File: src/rtl/usart_sync_rx.sv
// ---------------------------------------------------------------------------
// usart_sync_rx
// Synchronous-mode (slave) USART receiver. Frames on rxd are sampled on the
// rising edge of the external serial clock xcki. Both pins are resynchronized
// into the clk domain. A completed frame goes into a single-entry receive
// buffer that the bus side pops with rd_en.
//
// Ports
//   clk        system clock
//   rst_n      asynchronous active-low reset
//   xcki       external serial clock (async, period >= 8 clk)
//   rxd        serial data (async, stable around the xcki rising edge)
//   rx_en      receiver enable; dropping it mid-frame aborts the frame
//   rd_en      one-clk read strobe, pops the receive buffer
//   rx_data    buffered data, LSB aligned, unused upper bits read 0
//   rx_valid   receive buffer full
//   frame_err  a stop bit of the buffered frame was 0
//   parity_err parity mismatch on the buffered frame
//   overrun    a frame was dropped because the buffer was full
//   busy       frame reception in progress
// ---------------------------------------------------------------------------
module usart_sync_rx #(
  parameter int DATA_BITS  = 8,  // 5..8
  parameter int PARITY_EN  = 1,
  parameter int PARITY_ODD = 0,
  parameter int STOP_BITS  = 1   // 1 or 2
) (
  input  logic       clk,
  input  logic       rst_n,
  input  logic       xcki,
  input  logic       rxd,
  input  logic       rx_en,
  input  logic       rd_en,
  output logic [7:0] rx_data,
  output logic       rx_valid,
  output logic       frame_err,
  output logic       parity_err,
  output logic       overrun,
  output logic       busy
);

  typedef enum logic [1:0] {IDLE, DATA, PARITY, STOP} state_t;

  state_t                 state_q, state_d;
  logic [2:0]             cnt_q, cnt_d;
  logic [DATA_BITS-1:0]   sh_q, sh_d;
  logic                   perr_q, perr_d;
  logic                   ferr_q, ferr_d;
  logic                   commit_q, commit_d;

  logic xck_s1, xck_s2, xck_d;
  logic rxd_s1, rxd_s2;
  logic strike;

  // Two-flop synchronizers plus an edge-detect flop on the serial clock.
  // NOTE: sequential state uses non-blocking assignments so every flop
  // samples the pre-edge value of its neighbours, as real flops do.
  always_ff @(posedge clk or negedge rst_n) begin
    if (!rst_n) begin
      xck_s1 <= 1'b0;
      xck_s2 <= 1'b0;
      xck_d  <= 1'b0;
      rxd_s1 <= 1'b0;
      rxd_s2 <= 1'b0;
    end else begin
      xck_s1 <= xcki;
      xck_s2 <= xck_s1;
      xck_d  <= xck_s2;
      rxd_s1 <= rxd;
      rxd_s2 <= rxd_s1;
    end
  end

  // One-clk pulse on the synchronized rising edge of xcki.
  assign strike = xck_s2 & ~xck_d;

  always_ff @(posedge clk or negedge rst_n) begin
    if (!rst_n) begin
      state_q  <= IDLE;
      cnt_q    <= '0;
      sh_q     <= '0;
      perr_q   <= 1'b0;
      ferr_q   <= 1'b0;
      commit_q <= 1'b0;
    end else begin
      state_q  <= state_d;
      cnt_q    <= cnt_d;
      sh_q     <= sh_d;
      perr_q   <= perr_d;
      ferr_q   <= ferr_d;
      commit_q <= commit_d;
    end
  end

  always_comb begin
    // NOTE: every signal assigned here gets a default first so no path
    // leaves it unassigned, which would otherwise infer a latch.
    state_d  = state_q;
    cnt_d    = cnt_q;
    sh_d     = sh_q;
    perr_d   = perr_q;
    ferr_d   = ferr_q;
    commit_d = 1'b0;

    if (!rx_en) begin
      // Abort: the partial frame is simply abandoned.
      state_d = IDLE;
      cnt_d   = '0;
    end else if (strike) begin
      unique case (state_q)
        IDLE: begin
          if (!rxd_s2) begin
            state_d = DATA;
            cnt_d   = '0;
            perr_d  = 1'b0;
            ferr_d  = 1'b0;
          end
        end
        DATA: begin
          sh_d = {rxd_s2, sh_q[DATA_BITS-1:1]};  // LSB arrives first
          if (cnt_q == 3'(DATA_BITS - 1)) begin
            cnt_d   = '0;
            state_d = (PARITY_EN != 0) ? PARITY : STOP;
          end else begin
            cnt_d = cnt_q + 3'd1;
          end
        end
        PARITY: begin
          perr_d  = ((^sh_q) ^ rxd_s2) != (PARITY_ODD != 0);
          state_d = STOP;
        end
        STOP: begin
          if (!rxd_s2) ferr_d = 1'b1;
          if (cnt_q == 3'(STOP_BITS - 1)) begin
            cnt_d    = '0;
            commit_d = 1'b1;
            state_d  = IDLE;
          end else begin
            cnt_d = cnt_q + 3'd1;
          end
        end
        default: state_d = IDLE;
      endcase
    end
  end

  assign busy = (state_q != IDLE);

  // Receive buffer. A read in the commit cycle frees the slot, so the new
  // frame loads and no overrun is raised.
  always_ff @(posedge clk or negedge rst_n) begin
    if (!rst_n) begin
      rx_data    <= '0;
      rx_valid   <= 1'b0;
      frame_err  <= 1'b0;
      parity_err <= 1'b0;
      overrun    <= 1'b0;
    end else if (commit_q && (!rx_valid || rd_en)) begin
      rx_data    <= 8'(sh_q);
      rx_valid   <= 1'b1;
      frame_err  <= ferr_q;
      parity_err <= perr_q;
      if (rd_en) overrun <= 1'b0;
    end else if (commit_q) begin
      overrun <= 1'b1;
    end else if (rd_en && rx_valid) begin
      rx_valid   <= 1'b0;
      frame_err  <= 1'b0;
      parity_err <= 1'b0;
      overrun    <= 1'b0;
    end
  end

endmodule

File: config.mk
export PLATFORM = sky130hd
export DESIGN_NAME = usart_sync_rx
export DESIGN_NICKNAME = d
export VERILOG_FILES = /design/src/rtl/usart_sync_rx.sv
export SDC_FILE = /design/constraint.sdc
export NUM_CORES = 1
export LEC_CHECK = 0
export ABC_AREA = 1
export CORE_ASPECT_RATIO = 1.25
export CORE_MARGIN = 2
export CORE_UTILIZATION = 26
export DETAILED_ROUTE_END_ITERATION = 8
export SLEW_MARGIN = 20
export SYNTH_ARGS = -nofsm -noshare
export SYNTH_HDL_FRONTEND = slang
export SYNTH_SLANG_ARGS = --single-unit
File: constraint.sdc
create_clock -name clk -period 3.5 [get_ports clk]
set_input_delay 1.05 -clock clk [delete_from_list [all_inputs] [get_ports clk]]
set_output_delay 1.05 -clock clk [all_outputs]
set_load 0.1 [all_outputs]
Word-level counts from Yosys, hierarchy flattened --
Cells that the tools add are included.
Word-level totals: register bits after elaboration 33, input port bits 6, logic and storage cells 80
Cells by class: $add $sub $neg 1, equality and inequality tests 13, muxes and demuxes 28, bitwise operators 3, reductions and logical operators 19
Operators with widths (count):
- $mux 3 | 5
- $mux 1 | 14
- $mux 2 | 5
- $ne 3x3->1 const B | 3
- $pmux 3 s3 | 1
- $pmux 2 s4 | 1
- $reduce_and 4->1 | 2
- $reduce_bool 2->1 | 4
- $reduce_xor 8->1 | 1
- $ne 2x2->1 const B | 3
- $reduce_and 3->1 | 2
- $reduce_and 5->1 | 1
- $eq 2x2->1 const B | 2
- $ne 2x1->1 const B | 2
- $ne 4x1->1 const B | 1
- $pmux 1 s2 | 2
- $reduce_and 2->1 | 2
- $add 3x1->3 const B | 1
- $eq 3x3->1 const B | 1
- $logic_not 3->1 | 1
- $reduce_bool 3->1 | 1
- $eq 2x1->1 const B | 1
- $logic_and 1x1->1 | 2
- $logic_not 2->1 | 1
- other kinds (5) | 5

Logic depth before layout (Yosys ltp) --
Gate-level depths: netlist of run 1.
depth after elaboration 5, mapped depth 11

Least setup slack after synthesis of run 1 --
No wires, ideal clock.
path type reg-to-output, from reg state_q[0], to out busy, arrival 1.280 ns, data required time 2.450 ns, path slack 1.170 ns, stages on the path, launching flop included 4, buffers on the path 0, cells stage by stage dfrtp_1 inv_1 ha_1 inv_1
Between the ends: cells in the longest elaborated chain, start to end 1
RTL lines:
- start: declaration | line 44 | state_t state_q, state_d;
- start signal: assignment | line 86 | state_q <= state_d;
- $reduce_bool 2->1 | line 147 | assign busy = (state_q != IDLE);
- end: declaration | line 39 | output logic busy
Every way passes these cells.

Worst setup path after layout of run 1 --
Ends and elaborated chain as after synthesis.

==> flow_summary.rst, run 1 <==
.. list-table::
   :header-rows: 1

   * - Metric
     - Value
   * - Run status
     - finished clean
   * - Antenna violations before repair
     - 0
   * - Cell Pwr Density
     - ~410 mW/mm²
   * - Placer's final routability congestion estimate
     - ~0.78
   * - Final Total Pwr
     - between 700 and 800 µW
   * - Delay-heaviest family, CP
     - buffers and inverters
   * - Arrival time at the worst endpoint
     - approximately 1.4 ns
   * - Congestion Overflow GR
     - 0
   * - Total routing usage reported by global routing
     - about a tenth
   * - Worst-path cell chain
     - inv_1 -> ha_1 -> inv_1 -> buf_4
   * - Unrepaired setup endpoints after global routing
     - false
   * - IR drop worst, VDD
     - approximately 120 µV
   * - CP Max Fanout
     - 4
   * - Synth-to-layout area growth
     - 18.7%
   * - Final number of setup-violating endpoints
     - 0
   * - Per-cell routed wire length
     - slightly above 10 µm
   * - CP startpoint kind
     - register
   * - Type of the worst min-delay path
     - reg2reg
   * - Via count of the first global-routing pass
     - around 1,200
   * - Chip Width
     - around 73 µm
   * - Share of final-layout standard cells stronger than drive strength 1
     - 12.3%
   * - Start-to-end type of the worst setup path
     - reg2out
   * - Pre-CTS worst setup slack
     - approximately 1.1 ns
   * - Total negative setup slack
     - 0 ns
   * - Cells after synthesis
     - around 190
   * - Pin slew with the least headroom to its limit
     - 0.447 ns
   * - Met1 Use GR
     - 11.4%
   * - Total via count in the routed design
     - 1,214
   * - Fin. max-slew vios
     - 0
   * - Root buf cell
     - sky130_fd_sc_hd__clkbuf_8
   * - Adder and majority gate portion of the synthesized area
     - 5.59%
   * - Required time of the critical path
     - roughly 2.5 ns
   * - Die Footprint
     - between 0.006 and 0.007 mm²
   * - Count of different cell masters after synthesis
     - 20
   * - Clk Latency, worst-skew pair
     - about 0.28 ns
   * - LEAKAGE
     - approximately 0.00093 µW
   * - Final HPWL DP
     - 2050 µm
   * - Mapped Nets
     - between 200 and 250
   * - WL final
     - between 2000 and 3000 µm
   * - Placeable Area
     - approximately 0.0058 mm²
   * - Area fraction in compound gates after synthesis
     - a little over a tenth
   * - Type of destination of the critical path
     - output port
   * - Buffers inserted by post-CTS timing repair
     - 0
   * - CTS tree
     - done
   * - Fraction of synthesized area in multiplexers
     - 0%
   * - Final hold violation count
     - 0
   * - Final Skew
     - between 0.007 and 0.008 ns
   * - Period minus WS final
     - 2.44 ns
   * - Wire length of the first global-routing pass
     - 5110 µm
   * - Hold wc startpoint
     - rxd_s1
   * - Largest family of logic cells by synthesized area
     - simple AND/OR/NAND/NOR gates
   * - Number of nets with antenna violations after routing
     - 0
   * - Worst R2R Start
     - state_q[0]
   * - Sink count of the clock tree
     - 33
   * - Avg Cell Area, Syn
     - 8.34 µm²
   * - Delay contributed by the slowest stage of the critical path
     - roughly 0.39 ns
   * - Global-route layer with the greatest usage
     - met2
   * - Portion of the post-synthesis area used by sequential elements
     - 52.7%
   * - Top-level I/O count
     - 19
   * - Clock slew at the register clock pins of the worst setup and hold paths
     - ~0.070 ns
   * - Fill cell instance count of the final layout
     - ~600
   * - Final critical-path share of the clock period
     - a little over two thirds
   * - Met2 GRT Util
     - around 16%
   * - Cell count of the worst reg-to-reg path
     - 8
   * - Hold-critical path endpoint
     - rxd_s2
   * - Post-synth top flop
     - sky130_fd_sc_hd__dfrtp_1
   * - Row count
     - 31
   * - Most frequent cell on the critical path
     - sky130_fd_sc_hd__inv_1
   * - Setup slack, reg-to-reg
     - 1.92 ns
   * - Initial core utilization
     - between 20% and 30%
   * - Detailed router's first-iteration violation count
     - between 50 and 60
   * - Number of buffer cells added on primary ports
     - 18
   * - Yosys synthesis warning count
     - 0
   * - Commonest non-fill, non-tap cell in the layout
     - sky130_fd_sc_hd__nand2_1
   * - Met3 usage in global routing
     - 3.01%
   * - Routed vias/inst
     - approximately 4.4
   * - Count of max-cap constraint violations
     - 0
   * - Peak clock frequency supported by timing
     - roughly 400 MHz
   * - Crit path buffers/inverters
     - 3
   * - Depth of the worst hold-timing path
     - 0
   * - Number of diodes
     - 0
   * - Maximum count of clock buffers along a single path
     - 2
   * - H-tree levels
     - 2
   * - Worst reg2reg path endpoint
     - cnt_q[1]
   * - Maximum number of pins on one net before global-route repair
     - 34
   * - Quantity of gates resized following cts
     - 0
   * - Number of synthesized flops with an enable pin
     - 0
   * - Library cell contributing the largest single delay on the critical path
     - sky130_fd_sc_hd__dfrtp_1
   * - Flip-flop and latch count after synthesis
     - 33
   * - Leading cell types in the layout, fill and taps excluded
     - sky130_fd_sc_hd__nand2_1 (54), sky130_fd_sc_hd__dfrtp_1 (33), sky130_fd_sc_hd__inv_1 (31), sky130_fd_sc_hd__o21ai_0 (19), sky130_fd_sc_hd__buf_4 (14)
   * - XOR/XNOR share of the synthesized area
     - 0%
   * - Total CTS buffers
     - 5
   * - Post-layout net count
     - roughly 220
   * - Remaining max-slew budget at the tightest pin
     - ~70%
   * - Share of synthesized registers carrying an async set or reset
     - 100%
   * - Synth Area in Simple Gates
     - a little over a fifth
   * - Final worst slack
     - between 1 and 1.5 ns
   * - Total standard cell area after synthesis
     - around 0.0016 mm²
   * - Post-route DRC
     - 0
   * - Hold-fix buffer count after cts
     - 0
   * - Overall die height
     - 90.8 µm
   * - Total iterations of the first detailed-routing run
     - 4
## through the flow
step | utilization, % | instances | area [µm²] | hold slack (ns)
after floorplan | - | 188 | 1570 | 0.331
after global placement | 30.6 | 270 | 1780 | 0.333
after detailed placement | 30.6 | 270 | 1780 | 0.336
after CTS | 32.0 | 278 | 1860 | 0.352
after global routing | 32.0 | 278 | 1860 | 0.355
final | 32.0 | 278 | 1860 | 0.348
## routing by layer
metal | routed length [µm] | share of wire [%] | vias up
met5 | 0 | 0 | -
met3 | 108 | 3.8 | 5
met4 | 80 | 2.8 | 0
li1 | - | - | 633
met2 | 1390 | 48 | 25
met1 | 1290 | 45 | 551
## state kept, by name, indices dropped and copies added, names as in the netlist
name	count
rx_data	8
sh_q	8
cnt_q	3
state_q	2
commit_q	1
ferr_q	1
frame_err	1
overrun	1
parity_err	1
perr_q	1
rx_valid	1
rxd_s1	1
rxd_s2	1
xck_d	1
xck_s1	1
xck_s2	1
## where the power goes
part	switching [µW]	internal, µW
registers	9.67	394
logic	64.3	30.1
clock network	136	138
## synth_stat cells (all sizes together), types with 2 or more instances
| cell | count | area [µm²] |
|---|---|---|
| o21ai | 22 | 114 |
| a21oi | 3 | 15.0 |
| nor3 | 4 | 20.0 |
| nor2 | 13 | 51.3 |
| nand2 | 57 | 221 |
| buf | 3 | 27.5 |
| o211ai | 2 | 15.0 |
| dfrtp | 33 | 826 |
| inv | 31 | 116 |
| ha | 7 | 87.6 |
| nand3 | 9 | 45.0 |
## how the worst max path moves through the flow
stage          startpoint        to  depth (start not counted)
6_report       state_q[0]      busy                          4
5_1_grt        state_q[0]      busy                          4
4_1_cts        state_q[0]      busy                          4
3_5_place_dp        rx_en  cnt_q[0]                          5
3_3_place_gp        rx_en  cnt_q[1]                          5
2_1_floorplan  state_q[0]      busy                          3
## area by class of cell
type | count | area (µm²) | share of cell area [%]
flip-flops and latches | 33 | 826 | 44.4
multi-input cells | 121 | 598 | 32.1
repair buffers | 19 | 155 | 8.34
inverters | 31 | 116 | 6.25
well taps | 66 | 82.6 | 4.44
clock buffers | 6 | 72.6 | 3.90
clock inverters | 2 | 10.0 | 0.538
## logic make-up after synthesis
family,count (synthesis)
compound gates,30
simple gates,84
flops,33
buf+inv,34
fa+ha+maj,7
Power figures use the tool's default switching activity.
==> inputs of run 2 (changes only) <==
- clock period: 3.5 -> 2.15 ns (I/O delays scaled with it)
==> flow_summary.rst, run 2 (synthesis gave the netlist of run 1 again) <==
.. list-table::
   :header-rows: 1

   * - Metric
     - Value
   * - Placer's final routability congestion estimate
     - slightly below 0.8
   * - Buffers inserted by post-CTS timing repair
     - 0
   * - Overall die height
     - 90.8 µm
   * - Leading cell types in the layout, fill and taps excluded
     - sky130_fd_sc_hd__nand2_1 (54), sky130_fd_sc_hd__dfrtp_1 (33), sky130_fd_sc_hd__inv_1 (31), sky130_fd_sc_hd__o21ai_0 (19), sky130_fd_sc_hd__nor2_1 (12)
   * - Clock slew at the register clock pins of the worst setup and hold paths
     - 0.07 ns
   * - CTS tree
     - done
   * - Final critical-path share of the clock period
     - about 92%
   * - Post-layout net count
     - 224
   * - Type of destination of the critical path
     - output port
   * - Sink count of the clock tree
     - 33
   * - Type of the worst min-delay path
     - reg2reg
   * - Chip Width
     - roughly 73 µm
   * - Number of diodes
     - 0
   * - Root buf cell
     - sky130_fd_sc_hd__clkbuf_8
   * - Clk Latency, worst-skew pair
     - 0.28 ns
   * - Detailed router's first-iteration violation count
     - between 80 and 90
   * - Delay contributed by the slowest stage of the critical path
     - ~0.40 ns
   * - Antenna violations before repair
     - 0
   * - Quantity of gates resized following cts
     - 0
   * - Final hold violation count
     - 0
   * - Initial core utilization
     - a little over a quarter
   * - Count of max-cap constraint violations
     - 0
   * - Core Util, Final
     - around 34%
   * - Pre-CTS worst setup slack
     - between 0.15 and 0.2 ns
   * - Routed vias/inst
     - around 4.3
   * - Total via count in the routed design
     - 1,208
   * - Period minus WS final
     - about 2 ns
   * - Start-to-end type of the worst setup path
     - reg2out
   * - Via count of the first global-routing pass
     - 1,136
   * - CP startpoint kind
     - register
   * - Worst-path cell chain
     - inv_1 -> ha_1 -> inv_1 -> buf_12
   * - Delay-heaviest family, CP
     - buffers and inverters
   * - WL final
     - 2710 µm
   * - Library cell contributing the largest single delay on the critical path
     - sky130_fd_sc_hd__dfrtp_1
   * - Final HPWL DP
     - between 2000 and 2500 µm
   * - Synth-to-layout area growth
     - 27.1%
   * - Number of non-filler instances in the completed layout
     - ~280
   * - Maximum count of clock buffers along a single path
     - 2
   * - Worst Hold Margin
     - about 0.35 ns
   * - Total routing usage reported by global routing
     - a little under a tenth
   * - Crit path buffers/inverters
     - 3
   * - Maximum number of pins on one net before global-route repair
     - 34
   * - Share of final-layout standard cells stronger than drive strength 1
     - between 10% and 20%
   * - Final Skew
     - ~0.0038 ns
   * - CP Max Fanout
     - 4
   * - Wire length of the first global-routing pass
     - between 4000 and 5000 µm
   * - Total iterations of the first detailed-routing run
     - 4
   * - Placed Instances
     - 270
   * - Arrival time at the worst endpoint
     - 1.33 ns
   * - H-tree levels
     - 2
   * - Required time of the critical path
     - 1.50 ns
   * - LEAKAGE
     - around 0.00096 µW
   * - Fin. max-slew vios
     - 0
   * - Final worst slack
     - 0.173 ns
   * - Total negative setup slack
     - 0 ns
   * - Top-level I/O count
     - 19
   * - Pin slew with the least headroom to its limit
     - 0.453 ns
   * - Total CTS buffers
     - 5
   * - Fill cell instance count of the final layout
     - just under 600
   * - Commonest non-fill, non-tap cell in the layout
     - sky130_fd_sc_hd__nand2_1
   * - Hold-fix buffer count after cts
     - 0
   * - Die Footprint
     - 0.00667 mm²
   * - Run status
     - finished clean
   * - Number of nets with antenna violations after routing
     - 0
   * - Final number of setup-violating endpoints
     - 0
   * - Peak clock frequency supported by timing
     - about 500 MHz
   * - Most frequent cell on the critical path
     - sky130_fd_sc_hd__inv_1
   * - Registers with the most flip-flops
     - rx_data x8, sh_q x8, cnt_q x3
   * - Placeable Area
     - 0.00582 mm²
   * - Unrepaired setup endpoints after global routing
     - false
   * - Cell Pwr Density
     - between 600 and 700 mW/mm²
   * - Post-route DRC
     - 0
   * - IR drop worst, VDD
     - 265 µV
   * - Congestion Overflow GR
     - 0
   * - Number of buffer cells added on primary ports
     - 18
   * - Remaining max-slew budget at the tightest pin
     - between 60% and 70%
   * - Row count
     - 31
   * - Per-cell routed wire length
     - ~9.7 µm
run 2: cell types whose count changed in the layout (fill, tap and decap cells not counted):
| cell | previous run | this run |
|---|---|---|
| sky130_fd_sc_hd__clkbuf_1 | 1 | 0 |
| sky130_fd_sc_hd__buf_12 | 0 | 9 |
| sky130_fd_sc_hd__buf_4 | 14 | 5 |
| sky130_fd_sc_hd__clkbuf_8 | 5 | 7 |
| sky130_fd_sc_hd__clkinv_2 | 2 | 1 |
run 2: area by class of cell:
cell class,instances,area [µm²],share of cell area (%)
clock inverters,1,5.00,0.251
clock buffers,7,96.3,4.84
flip-flops and latches,33,826,41.5
inverters,31,116,5.84
well taps,66,82.6,4.15
multi-input cells,121,598,30.0
repair buffers,19,268,13.4
run 2: per-stage QoR:
stage / area, µm² / power (µW)
4_1_cts: 1990 / 1350
6_report: 1990 / 1330
3_5_place_dp: 1890 / 831
2_1_floorplan: 1570 / 776
5_1_grt: 1990 / 1410
3_3_place_gp: 1890 / 827
run 2: final timing paths:
check | start | endpoint | slack, ns | cells past startpoint
max reg2reg | state_q[0] | cnt_q[0] | 0.58 | 8
max in group asynchronous | rst_n | rx_valid | 1.09 | 2
min | rxd_s1 | rxd_s2 | 0.35 | 0
min reg2reg | rxd_s1 | rxd_s2 | 0.35 | 0
max | state_q[0] | busy | 0.17 | 4
min in group asynchronous | rst_n | cnt_q[2] | 0.75 | 2
run 2: per-layer routing:
metal	track usage (%)	vias to the layer above	wire length [µm]
li1	-	632	-
met1	10.8	553	1290
met2	14.7	18	1280
met3	3.01	5	78
met4	4.55	0	57
met5	0	-	0
run 2: power breakdown:
part           internal [µW]  switching, µW  leakage (µW)  total [µW]
registers                641           16.4      0.000445         658
logic                   55.6            104      0.000464         160
clock network            289            219     0.0000542         508
